==> config.mk <==
export PLATFORM = sky130hd
export DESIGN_NAME = alu_ex_stage_flat
export DESIGN_NICKNAME = d
export VERILOG_FILES = /design/src/rtl/alu_ex_if.sv /design/src/rtl/alu_ex_stage.sv /design/src/flat_wrapper.sv
export SDC_FILE = /design/constraint.sdc
export NUM_CORES = 1
export LEC_CHECK = 0
export CORE_MARGIN = 3
export CORE_UTILIZATION = 45
export DETAILED_ROUTE_END_ITERATION = 6
export PLACE_DENSITY = 0.64
export SETUP_SLACK_MARGIN = 0.4
export SYNTH_ARGS = -nofsm -noshare
export SYNTH_HDL_FRONTEND = slang
export SYNTH_SLANG_ARGS = --single-unit
==> constraint.sdc <==
create_clock -name i_clk -period 3.5 [get_ports i_clk]
set_clock_uncertainty 0.15 [all_clocks]
set_input_delay 1.05 -clock i_clk [delete_from_list [all_inputs] [get_ports i_clk]]
set_output_delay 1.05 -clock i_clk [all_outputs]
set_load 0.02 [all_outputs]
==> src/rtl/alu_ex_if.sv <==
// ---------------------------------------------------------------------------
// alu_ex_if
// Handshake and data bundle between the decode stage (master) and the
// execute-stage ALU (slave).
//   in_valid  master->slave  op/a/b are valid this cycle
//   in_ready  slave->master  ALU can accept an op this cycle
//   op        master->slave  4-bit operation code
//   a, b      master->slave  operands (b doubles as the shift amount)
//   flush     master->slave  kill the in-flight op
//   out_valid slave->master  one-cycle pulse, result/flags updated
//   result    slave->master  registered result
//   flag_z/v/c/n slave->master  zero, overflow, carry, negative flags
//   busy      slave->master  iterative multiply in progress
// ---------------------------------------------------------------------------
interface alu_ex_if #(
  parameter int WIDTH = 16
) ();

  logic             in_valid;
  logic             in_ready;
  logic [3:0]       op;
  logic [WIDTH-1:0] a;
  logic [WIDTH-1:0] b;
  logic             flush;
  logic             out_valid;
  logic [WIDTH-1:0] result;
  logic             flag_z;
  logic             flag_v;
  logic             flag_c;
  logic             flag_n;
  logic             busy;

  modport master (
    output in_valid, op, a, b, flush,
    input  in_ready, out_valid, result, flag_z, flag_v, flag_c, flag_n, busy
  );

  modport slave (
    input  in_valid, op, a, b, flush,
    output in_ready, out_valid, result, flag_z, flag_v, flag_c, flag_n, busy
  );

endinterface

==> src/rtl/alu_ex_stage.sv <==
// ---------------------------------------------------------------------------
// alu_ex_stage
// Execute-stage ALU with valid/ready handshake, registered result and
// Z/V/C/N flags, arithmetic right shift and an iterative shift-add multiplier.
// Single-cycle ops complete on the accept edge; MUL takes WIDTH step edges
// and holds in_ready low meanwhile.
//   i_clk    clock, rising edge
//   i_rst_n  asynchronous active-low reset
//   s_alu    alu_ex_if slave modport (handshake, operands, result, flags)
// Parameters:
//   WIDTH    datapath width (>= 4)
//   MUL_EN   1 builds the multiplier, 0 makes opcode 1011 an illegal op
// ---------------------------------------------------------------------------
module alu_ex_stage #(
  parameter int WIDTH  = 16,
  parameter bit MUL_EN = 1'b1
) (
  input logic     i_clk,
  input logic     i_rst_n,
  alu_ex_if.slave s_alu
);

  localparam int SHW = $clog2(WIDTH);
  localparam int CW  = SHW + 1;

  localparam logic [3:0] OP_ADD   = 4'b0000;
  localparam logic [3:0] OP_SUB   = 4'b0001;
  localparam logic [3:0] OP_PASSB = 4'b0010;
  localparam logic [3:0] OP_PASSA = 4'b0011;
  localparam logic [3:0] OP_AND   = 4'b0100;
  localparam logic [3:0] OP_OR    = 4'b0101;
  localparam logic [3:0] OP_XOR   = 4'b0110;
  localparam logic [3:0] OP_NOTB  = 4'b0111;
  localparam logic [3:0] OP_SLL   = 4'b1000;
  localparam logic [3:0] OP_SRL   = 4'b1001;
  localparam logic [3:0] OP_SRA   = 4'b1010;
  localparam logic [3:0] OP_MUL   = 4'b1011;

  typedef enum logic {S_IDLE, S_MUL} state_t;

  state_t             r_state;
  logic [WIDTH-1:0]   r_result;
  logic               r_flagZ;
  logic               r_flagV;
  logic               r_flagC;
  logic               r_flagN;
  logic               r_outValid;
  logic [2*WIDTH-1:0] r_mulA;
  logic [WIDTH-1:0]   r_mulB;
  logic [2*WIDTH-1:0] r_mulAcc;
  logic [CW-1:0]      r_count;

  logic               w_inReady;
  logic               w_accept;
  logic               w_isMul;
  logic               w_isSub;
  logic [WIDTH-1:0]   w_addB;
  logic [WIDTH:0]     w_sum;
  logic               w_bigShift;
  logic [SHW-1:0]     w_shamt;
  logic [WIDTH-1:0]   w_aluResult;
  logic               w_aluV;
  logic               w_aluC;
  logic [2*WIDTH-1:0] w_mulNext;
  logic               w_mulLast;

  assign w_inReady = (r_state == S_IDLE) && !s_alu.flush;
  assign w_accept  = s_alu.in_valid && w_inReady;
  assign w_isMul   = (s_alu.op == OP_MUL) && (MUL_EN == 1'b1);

  // SUB shares the adder as a + ~b + 1 so the carry-out is the "no borrow" bit.
  assign w_isSub = (s_alu.op == OP_SUB);
  assign w_addB  = w_isSub ? ~s_alu.b : s_alu.b;
  assign w_sum   = {1'b0, s_alu.a} + {1'b0, w_addB} + {{WIDTH{1'b0}}, w_isSub};

  // Any shift amount of WIDTH or more saturates instead of wrapping.
  assign w_bigShift = (s_alu.b >= WIDTH'(WIDTH));
  assign w_shamt    = s_alu.b[SHW-1:0];

  // Single-cycle datapath; illegal opcodes (and MUL when not built) give 0.
  always_comb begin
    w_aluResult = '0;
    w_aluV      = 1'b0;
    w_aluC      = 1'b0;
    case (s_alu.op)
      OP_ADD, OP_SUB: begin
        w_aluResult = w_sum[WIDTH-1:0];
        w_aluC      = w_sum[WIDTH];
        w_aluV      = (s_alu.a[WIDTH-1] == w_addB[WIDTH-1]) &&
                      (w_sum[WIDTH-1] != s_alu.a[WIDTH-1]);
      end
      OP_PASSB: w_aluResult = s_alu.b;
      OP_PASSA: w_aluResult = s_alu.a;
      OP_AND:   w_aluResult = s_alu.a & s_alu.b;
      OP_OR:    w_aluResult = s_alu.a | s_alu.b;
      OP_XOR:   w_aluResult = s_alu.a ^ s_alu.b;
      OP_NOTB:  w_aluResult = ~s_alu.b;
      OP_SLL:   w_aluResult = w_bigShift ? '0 : (s_alu.a << w_shamt);
      OP_SRL:   w_aluResult = w_bigShift ? '0 : (s_alu.a >> w_shamt);
      OP_SRA:   w_aluResult = w_bigShift ? {WIDTH{s_alu.a[WIDTH-1]}}
                                         : WIDTH'($signed(s_alu.a) >>> w_shamt);
      default:  w_aluResult = '0;
    endcase
  end

  // One multiplier bit per step: r_mulA is shifted left and r_mulB right, so
  // the current LSB of r_mulB always selects the correctly weighted addend.
  assign w_mulNext = r_mulAcc + (r_mulB[0] ? r_mulA : '0);
  assign w_mulLast = (r_count == CW'(WIDTH - 1));

  // Control FSM plus all registered outputs. out_valid defaults low so it is
  // only ever a single-cycle pulse; flush in S_MUL takes priority over the
  // final step so an aborted multiply never updates result or flags.
  always_ff @(posedge i_clk or negedge i_rst_n) begin
    if (!i_rst_n) begin
      r_state    <= S_IDLE;
      r_result   <= '0;
      r_flagZ    <= 1'b0;
      r_flagV    <= 1'b0;
      r_flagC    <= 1'b0;
      r_flagN    <= 1'b0;
      r_outValid <= 1'b0;
      r_mulA     <= '0;
      r_mulB     <= '0;
      r_mulAcc   <= '0;
      r_count    <= '0;
    end else begin
      r_outValid <= 1'b0;
      case (r_state)
        S_IDLE: begin
          if (w_accept) begin
            if (w_isMul) begin
              r_state  <= S_MUL;
              r_mulA   <= {{WIDTH{1'b0}}, s_alu.a};
              r_mulB   <= s_alu.b;
              r_mulAcc <= '0;
              r_count  <= '0;
            end else begin
              r_result   <= w_aluResult;
              r_flagZ    <= (w_aluResult == '0);
              r_flagV    <= w_aluV;
              r_flagC    <= w_aluC;
              r_flagN    <= w_aluResult[WIDTH-1];
              r_outValid <= 1'b1;
            end
          end
        end
        S_MUL: begin
          if (s_alu.flush) begin
            r_state <= S_IDLE;
            r_count <= '0;
          end else begin
            r_mulAcc <= w_mulNext;
            r_mulA   <= r_mulA << 1;
            r_mulB   <= r_mulB >> 1;
            r_count  <= r_count + 1'b1;
            if (w_mulLast) begin
              r_state    <= S_IDLE;
              r_count    <= '0;
              r_result   <= w_mulNext[WIDTH-1:0];
              r_flagZ    <= (w_mulNext[WIDTH-1:0] == '0);
              r_flagV    <= |w_mulNext[2*WIDTH-1:WIDTH];
              r_flagC    <= 1'b0;
              r_flagN    <= w_mulNext[WIDTH-1];
              r_outValid <= 1'b1;
            end
          end
        end
        default: r_state <= S_IDLE;
      endcase
    end
  end

  assign s_alu.in_ready  = w_inReady;
  assign s_alu.out_valid = r_outValid;
  assign s_alu.result    = r_result;
  assign s_alu.flag_z    = r_flagZ;
  assign s_alu.flag_v    = r_flagV;
  assign s_alu.flag_c    = r_flagC;
  assign s_alu.flag_n    = r_flagN;
  assign s_alu.busy      = (r_state == S_MUL);

endmodule

==> src/flat_wrapper.sv <==
// flat-port wrapper written by rule: the top's interface ports become plain ports
module alu_ex_stage_flat 
#(
  parameter int WIDTH  = 16,
  parameter bit MUL_EN = 1'b1
)
  (i_clk, i_rst_n, s_alu_in_valid, s_alu_op, s_alu_a, s_alu_b, s_alu_flush, s_alu_in_ready, s_alu_out_valid, s_alu_result, s_alu_flag_z, s_alu_flag_v, s_alu_flag_c, s_alu_flag_n, s_alu_busy);
  alu_ex_if #(.WIDTH(WIDTH)) s_alu_i ();
  input logic i_clk;
  input logic i_rst_n;
  input wire logic [$bits(s_alu_i.in_valid)-1:0] s_alu_in_valid;
  input wire logic [$bits(s_alu_i.op)-1:0] s_alu_op;
  input wire logic [$bits(s_alu_i.a)-1:0] s_alu_a;
  input wire logic [$bits(s_alu_i.b)-1:0] s_alu_b;
  input wire logic [$bits(s_alu_i.flush)-1:0] s_alu_flush;
  output wire logic [$bits(s_alu_i.in_ready)-1:0] s_alu_in_ready;
  output wire logic [$bits(s_alu_i.out_valid)-1:0] s_alu_out_valid;
  output wire logic [$bits(s_alu_i.result)-1:0] s_alu_result;
  output wire logic [$bits(s_alu_i.flag_z)-1:0] s_alu_flag_z;
  output wire logic [$bits(s_alu_i.flag_v)-1:0] s_alu_flag_v;
  output wire logic [$bits(s_alu_i.flag_c)-1:0] s_alu_flag_c;
  output wire logic [$bits(s_alu_i.flag_n)-1:0] s_alu_flag_n;
  output wire logic [$bits(s_alu_i.busy)-1:0] s_alu_busy;
  assign s_alu_i.in_valid = s_alu_in_valid;
  assign s_alu_i.op = s_alu_op;
  assign s_alu_i.a = s_alu_a;
  assign s_alu_i.b = s_alu_b;
  assign s_alu_i.flush = s_alu_flush;
  assign s_alu_in_ready = s_alu_i.in_ready;
  assign s_alu_out_valid = s_alu_i.out_valid;
  assign s_alu_result = s_alu_i.result;
  assign s_alu_flag_z = s_alu_i.flag_z;
  assign s_alu_flag_v = s_alu_i.flag_v;
  assign s_alu_flag_c = s_alu_i.flag_c;
  assign s_alu_flag_n = s_alu_i.flag_n;
  assign s_alu_busy = s_alu_i.busy;
  alu_ex_stage #(.WIDTH(WIDTH), .MUL_EN(MUL_EN)) u_core (.i_clk(i_clk), .i_rst_n(i_rst_n), .s_alu(s_alu_i));
endmodule
# Yosys cells after proc, flatten, opt, wreduce, memory -nomap -nowiden
# Cells that the tools add are included.
# totals
in_bits	40
output_inout_bits	23
reg_bits	107
# classes
n_eq_ne	19
n_mux	60
bitwise	5
n_addsub	4
n_reduce_logical	12
shift	3
magnitude_cmp	1
# ops
cell	count
$mux W32	7
$mux W16	11
$pmux W16 S10	1
$pmux W32 S2	2
$pmux W16 S2	2
$add A32 B32 Y32	1
$logic_not A16 Y1	2
$mux W1	26
$mux W5	4
$add A16 B16 Y17	1
$add A17 B1 Y17	1
$and A16 B16 Y16	1
$eq A4 B3 Y1 const B	4
$eq A4 B4 Y1 const B	4
$ge A16 B5 Y1 const B	1
$not A16 Y16	1
$or A16 B16 Y16	1
$reduce_or A16 Y1	1
$shl A16 B4 Y16	1
$shr A16 B4 Y16	1
$sshr A16 B4 Y16	1
$xor A16 B16 Y16	1
$pmux W1 S2	6
$pmux W5 S2	1
other kinds (16)	22

# Longest topological paths before layout
# Gate-level depths: netlist (run 1).
# logic_depth
word_depth	10
ltp_mapped	17
depth_no_buf	14

# Worst setup path before layout (run 1)
# No wires, ideal clock.
# synth_path
kind	in2reg
startpoint	input port s_alu_op[1]
endpoint	register u_core.r_flagZ (netlist: u_core.s_alu.flag_z)
slack_ps	-1336
t_arrival_ps	4595
setup_time_ps	92
t_required_ps	3258
stages	15
path_cell_list	nor4b_1 -> buf_2 -> buf_1 -> xnor2_1 -> ha_1 -> o21ai_0 -> o31ai_1 -> o31a_1 -> xnor2_1 -> o211ai_1 -> or4_1 -> or4_1 -> nor3_2 -> nand3_1 -> o31ai_2
# synth_via
elab_chain_cells	9
# synth_lines
item	line_no	rtl
from (decl)	flat_wrapper.sv:12	input wire logic [$bits(s_alu_i.op)-1:0] s_alu_op;
$eq A4 B1 Y1	alu_ex_stage.sv:72, alu_ex_stage.sv:85	
$mux W16	alu_ex_stage.sv:73	assign w_addB = w_isSub ? ~s_alu.b : s_alu.b;
$add A16 B16 Y17	alu_ex_stage.sv:74	assign w_sum = {1'b0, s_alu.a} + {1'b0, w_addB} + {{WIDTH{1'b0}}, w_isSub};
$add A17 B1 Y17	alu_ex_stage.sv:74	
$pmux W16 S10	alu_ex_stage.sv:85	case (s_alu.op)
$logic_not A16 Y1	alu_ex_stage.sv:140	r_flagZ <= (w_aluResult == '0);
$mux W1	alu_ex_stage.sv:132	if (w_isMul) begin
$mux W1	alu_ex_stage.sv:131	if (w_accept) begin
$pmux W1 S2	alu_ex_stage.sv:129	case (r_state)
to (signal assigned)	alu_ex_stage.sv:140	
to (signal assigned)	alu_ex_stage.sv:161	r_flagZ <= (w_mulNext[WIDTH-1:0] == '0);
to (decl)	alu_ex_stage.sv:43	logic r_flagZ;
# Parallel ways exist; a longest one is shown, timed or not. The select of a mux whose other input is x is not followed.
# A chain may end at the register's enable or synchronous reset.

# Worst setup path in the final report (run 1)
# layout_path
startpoint	input port s_alu_op[2]
endpoint	register u_core.r_flagZ (netlist: u_core.s_alu.flag_z)
# Same word-level chain as after synthesis.

==> results of run 1 <==
-- how the worst max path moves through the flow --
stage,start,end,slack [ps],cells after the start
global placement,s_alu_op[1],u_core.s_alu.flag_z,-1590,15
global route,s_alu_op[2],u_core.s_alu.flag_z,-1020,16
detailed placement,s_alu_op[1],u_core.s_alu.flag_z,-1640,15
floorplan,s_alu_op[1],u_core.s_alu.flag_z,-880,15
CTS,s_alu_op[3],u_core.s_alu.flag_z,-940,15
finish,s_alu_op[2],u_core.s_alu.flag_z,-890,15
-- per-stage QoR --
step	std cells	instance area, sq um	total power (W)	setup TNS [ps]	utilization
6_report	2050	16200	0.00470	-6490	0.706
5_1_grt	2050	16200	0.00494	-8500	0.706
4_1_cts	2020	15300	0.00451	-5510	0.666
3_5_place_dp	1985	14100	0.00328	-19320	0.617
3_3_place_gp	1985	14100	0.00326	-18680	0.617
2_1_floorplan	1343	10800	0.00237	-2770	-
-- final cells by class --
class	instances	area (sq um)	area share
clock buffer	10	229	0.0141
clock inverter	6	55.1	0.00340
inverter	55	211	0.0131
multi-input combinational	1090	8650	0.534
sequential	106	2650	0.164
tap	313	392	0.0242
timing repair buffer	470	4000	0.247
-- kinds of logic (layout without fill, tap and decap cells) --
| family | after synthesis | count (layout) | share of synthesized area |
|---|---|---|---|
| AOI/OAI and AO/OA | 407 | 407 | 0.243 |
| xor gates and xnor gates | 54 | 54 | 0.0444 |
| adders and majority gates | 85 | 85 | 0.101 |
| buffers and inverters | 147 | 541 | 0.0561 |
| DFF | 106 | 106 | 0.249 |
| muxes | 84 | 84 | 0.102 |
| and+or+nand+nor | 460 | 460 | 0.205 |
-- placed cells by master, fill, tap and decap left out, types with 7 or more instances in the layout --
master | netlist | layout
and2_4 | 0 | 10
a21oi_2 | 0 | 27
and3_1 | 13 | 9
inv_1 | 51 | 49
a211oi_1 | 17 | 11
a21oi_1 | 99 | 68
ha_4 | 0 | 17
dlymetal6s2s_1 | 0 | 18
o21ai_1 | 11 | 12
clkdlybuf4s50_1 | 0 | 32
buf_4 | 3 | 356
buf_6 | 2 | 43
nor3_1 | 18 | 13
o21ai_2 | 0 | 18
xnor2_2 | 0 | 8
ha_1 | 83 | 62
o211ai_1 | 18 | 18
clkbuf_16 | 0 | 11
o22ai_1 | 25 | 21
dfrtp_1 | 106 | 105
a21o_1 | 15 | 15
nor2_1 | 102 | 94
nand4_1 | 11 | 11
a22oi_1 | 8 | 8
mux4_2 | 18 | 18
mux2i_1 | 55 | 54
nand2_1 | 181 | 177
o21ai_0 | 115 | 91
buf_12 | 0 | 7
xnor2_1 | 36 | 26
nand2b_1 | 17 | 16
xor2_1 | 18 | 17
and2_1 | 35 | 25
nand3_1 | 29 | 26
nor2b_1 | 13 | 11
-- routing by layer --
metal,global-route usage,vias to the layer above
li1,-,5688
met1,0.448,5889
met2,0.509,447
met3,0.0361,74
met4,0.0805,0
met5,0,-
-- state kept, by name, indices dropped and copies added (netlist names) --
name,count
u_core.r_mulA,32
u_core.s_alu.flag_n,1
u_core.r_mulAcc,32
u_core.r_mulB,16
u_core.r_count,5
u_core.s_alu.flag_z,1
u_core.s_alu.out_valid,1
u_core.s_alu.flag_v,1
u_core.s_alu.result,15
u_core.s_alu.flag_c,1
u_core.s_alu.busy,1
-- worst register-to-register path, stage by stage (launching register included) --
cell	delay, ps
dfrtp_1	440
and2_4	170
ha_4	160
fa_2	420
a21oi_4	210
o21ai_4	90
a31o_4	270
a31o_4	240
o21ai_2	150
mux2_4	330
nor4_1	340
nand4_1	200
or4_4	540
o21a_1	120
-- power groups by stage --
stage / registers (W) / clock network, W / logic [W]
after CTS: 0.00149 / 0.00107 / 0.00196
after floorplan: 0.00153 / 0 / 0.000846
after global routing: 0.00151 / 0.00112 / 0.00231
after global placement: 0.00150 / 0 / 0.00176
final: 0.00149 / 0.00105 / 0.00215
after detailed placement: 0.00150 / 0 / 0.00178
-- repair_timing --
action | CTS | global route
pin swaps | 69 | 82
cloned | 0 | 2
buffers inserted | 19 | 28
gates resized for setup | 168 | 142
setup endpoints to repair | 34 | 30
endpoints found under the hold margin | 0 | 0
==> metrics.yaml, run 1 <==
holdPathEnd: "u_core.r_mulB[12]"
io_buffers: 62
vdd_ir_drop_max_uv: 249
combPwrFrac: 0.459
synth_ff_type: "dfrtp_1"
cts_buffer_depth: 2
tightest_slew_ps: 751
whs_ps: 334
cts_tree: "done"
ys_seq_elements: 106
rr_endpoint: "u_core.s_alu.flag_v"
grt_max_degree: 70
finalCritPeriodShare: 1.25
drt_iter0_markers: 1025
wl_per_cell_um: 20.8
p_sw_w: 0.00173
layout_min_cycle_time_ps: 4390
yosys.area.top_type: "dfrtp_1"
cp_max_fo: 3
pwr-share-clk: 0.224
dieArea_sq_mm: 0.0255
critical_path_class: "input port to flip-flop"
path_cells: "buf_8 > nor4b_4 > buf_4 > xnor2_4 > fa_2 > a211oi_2 > o31ai_2 > o31a_1 > xnor2_1 > o211ai_1 > or4_1 > or4_4 > nor3_2 > nand3_1 > o31ai_2"
fp.dieW_um: 160
p_leak_nw: 7.29
path_common_cell: "o31ai_2"
hold_buffers: 0
max_stage_delay_ps: 520
ant_nets: 0
outcome: "finished with violations"
cp_slowest_cell: "or4_4"
root_buffer: "clkbuf_16"
synth.distinct_cells: 84
synth_seq_area_share: 0.249
place_ws_ps: -1640
syn_inst: 1343
fillCellCount: 1790
vias: 12098
power_density_mw_per_mm2: 290
first_pass_iters: 5
met1_length_mm: 18.9
grt_pass1_wl_mm: 64.0
hp-start: "u_core.r_mulB[12]"
swShare: 0.369
arrival_ps: 4510
setup_viol: 14
fin_nets: 1857
diodes: 0
slew_viol_final: 0
die_y_um: 160
violations: "negative setup slack"
max_freq_mhz: 228
cts_max_level: 3
hold_violations: 0
synthesis.nets: 1468
critical_path_buf_inv_count: 2
postLayoutSetupSlackWorst_ps: -890
areaGrowthSynthToFinish_pct: 52.1
crit_family: "simple AND/OR/NAND/NOR gates"
overflow: 0
synthTopCellsByArea: "dfrtp_1 25%, ha_1 9.8%, nand2_1 6.4%, o21ai_0 5.4%, mux2i_1 5.2%"
cts_buffers: 9
drc: 0
dpl.hpwl_mm: 31.4
yosysMostFrequentCell: "nand2_1"
totalWireLength_mm: 42.7
grt_use_total: 0.314
rr_startpoint: "u_core.r_mulB[0]"
slew_headroom: 0.499
antenna_found_initial: 0
rr_worst_depth: 13
wl_met2_mm: 19.8
start_util: 0.465
synth_edf_count: 0
syn_area_sq_mm: 0.0106
p_seq_frac: 0.318
worstPathRequired_ps: 3620
cap_violations: 0
whs_path_depth: 2
place_congestion: 1.01
hold_path_class: "flip-flop to flip-flop"
synth_top_area_share: 0.249
cp-start-kind: "input port"
vias_per_cell: 5.90
ios: 63
yosys_warnings: 0
drive_gt1_frac: 0.374
insertion_delay_ps: 360
grt_pass1_vias: 11353
rows: 55
rsz0062_at_grt: "true"
highest_layer: "met4"
coreArea_sq_mm: 0.0229
clk_pin_slew_worst_paths_ps: 90
r2r_slack_ps: -430
cp-end-kind: "flip-flop"
cts_sinks: 106
route.met3.wl_mm: 2.80
internal_power_w: 0.00296
syn_area_per_cell_sq_um: 7.93
synth_commonest_cells: "181 x nand2_1, 115 x o21ai_0, 106 x dfrtp_1"
async_flop_share: 1.00
No activity file was read; power rests on OpenSTA's default activity.
==> run 2, diff against run 1 <==
Settings changed: CORE_MARGIN 3 to 2.
==> metrics.yaml, run 2 (same netlist as run 1, synthesis figures left out) <==
place_area_sq_mm: 0.0140
ios: 63
max_freq_mhz: 233
p_leak_nw: 7.24
grt_pass1_wl_mm: 62.7
cap_violations: 0
diodes: 0
rr_startpoint: "u_core.r_mulB[0]"
fin_area_sq_mm: 0.0162
holdPathEnd: "u_core.r_mulB[3]"
whs_ps: 340
layout_common_cells: "346 x buf_4, 174 x nand2_1, 104 x dfrtp_1"
coreArea_sq_mm: 0.0233
cp_slowest_cell: "or4_4"
rr_endpoint: "u_core.s_alu.flag_v"
finalSetupTns_ps: -6550
overflow: 0
tightest_slew_ps: 745
setup_viol: 16
vias: 12036
cp_max_fo: 5
dpl.hpwl_mm: 30.3
cts_buffers: 9
place_congestion: 0.975
first_pass_iters: 6
hold_violations: 0
vdd_ir_drop_max_uv: 249
largestRegisters: "u_core.r_mulA x32, u_core.r_mulAcc x32, u_core.r_mulB x16"
hp-start: "u_core.r_mulB[3]"
clk_pin_slew_worst_paths_ps: 80
root_buffer: "clkbuf_16"
hold_path_class: "flip-flop to flip-flop"
dieArea_sq_mm: 0.0249
grt_pass1_vias: 11461
io_buffers: 62
cts_tree: "done"
cts_sinks: 106
arrival_ps: 4400
postLayoutSetupSlackWorst_ps: -797
finalNonFillerCells: 2046
rows: 56
areaGrowthSynthToFinish_pct: 52.1
insertion_delay_ps: 360
die_y_um: 158
drive_gt1_frac: 0.373
finalCritPeriodShare: 1.23
slew_viol_final: 0
cts_max_level: 3
slew_headroom: 0.503
outcome: "finished with violations"
drt_iter0_markers: 1037
rr_worst_depth: 14
cts_buffer_depth: 2
critical_path_buf_inv_count: 2
grt_max_degree: 68
cp-start-kind: "input port"
wl_per_cell_um: 20.6
layout_min_cycle_time_ps: 4300
power_density_mw_per_mm2: 289
place_ws_ps: -1610
placed_cells: 1977
fp.dieW_um: 158
whs_path_depth: 2
violations: "negative setup slack"
max_stage_delay_ps: 540
crit_family: "simple AND/OR/NAND/NOR gates"
path_cells: "buf_6 > nor4b_4 > buf_6 > xnor2_4 > fa_2 > a211oi_4 > o31ai_2 > o31a_1 > xnor2_1 > o211ai_1 > or4_4 > or4_4 > nor3_2 > nand3_1 > o31ai_2"
vias_per_cell: 5.88
totalWireLength_mm: 42.1
drc: 0
cp-end-kind: "flip-flop"
worstPathRequired_ps: 3610
fin_nets: 1847
critical_path_class: "input port to flip-flop"
grt_use_total: 0.326
fillCellCount: 1904
ant_nets: 0
mostFrequentLayoutCell: "buf_4"
hold_buffers: 0
start_util: 0.456
antenna_found_initial: 0
rsz0062_at_grt: "true"
r2r_slack_ps: -450
## run 2: power breakdown
group | internal [W] | leakage (nW) | switching [W]
clock network | 0.000515 | 0.143 | 0.000497
registers | 0.00138 | 1.40 | 0.000113
logic | 0.00109 | 5.70 | 0.00109
total | 0.00299 | 7.24 | 0.00170
## run 2: tightest hold or removal path, cell delays in order (launching register included)
cell and delay [ps]:
dfrtp_1 350, nand2_1 50, o21ai_0 60
## run 2: area by class of cell
cell class,count,area (sq um),area share
inverters,55,211,0.0131
flip-flops and latches,106,2660,0.164
repair buffers,460,3900,0.241
clock inverters,5,51.3,0.00317
multi-input cells,1090,8730,0.539
well taps,319,399,0.0247
clock buffers,11,243,0.0150
## run 2: per-layer routing
layer / GRT usage / wire (um)
met1: 0.438 / 17900
met2: 0.536 / 19700
met3: 0.0498 / 2920
met4: 0.106 / 1600
met5: 0 / 0
## run 2: worst max path at each step
stage | from | endpoint | cells past startpoint
after CTS | s_alu_op[3] | u_core.s_alu.flag_z | 15
final | s_alu_op[3] | u_core.s_alu.flag_z | 15
after global routing | s_alu_op[3] | u_core.s_alu.flag_z | 15
after floorplan | s_alu_op[1] | u_core.s_alu.flag_z | 15
after global placement | s_alu_op[1] | u_core.s_alu.flag_z | 15
after detailed placement | s_alu_op[1] | u_core.s_alu.flag_z | 15
## run 2: metrics by stage
stage	util	power (W)
floorplan	-	0.00237
global placement	0.602	0.00324
detailed placement	0.602	0.00327
CTS	0.651	0.00444
global route	0.694	0.00492
finish	0.694	0.00469
## run 2: repair_timing
item,CTS,global route
setup buffers,27,24
cloned,0,2
hold endpoints to repair,0,0
gates resized for setup,167,154
pin swaps,71,69
setup endpoints to repair,32,31
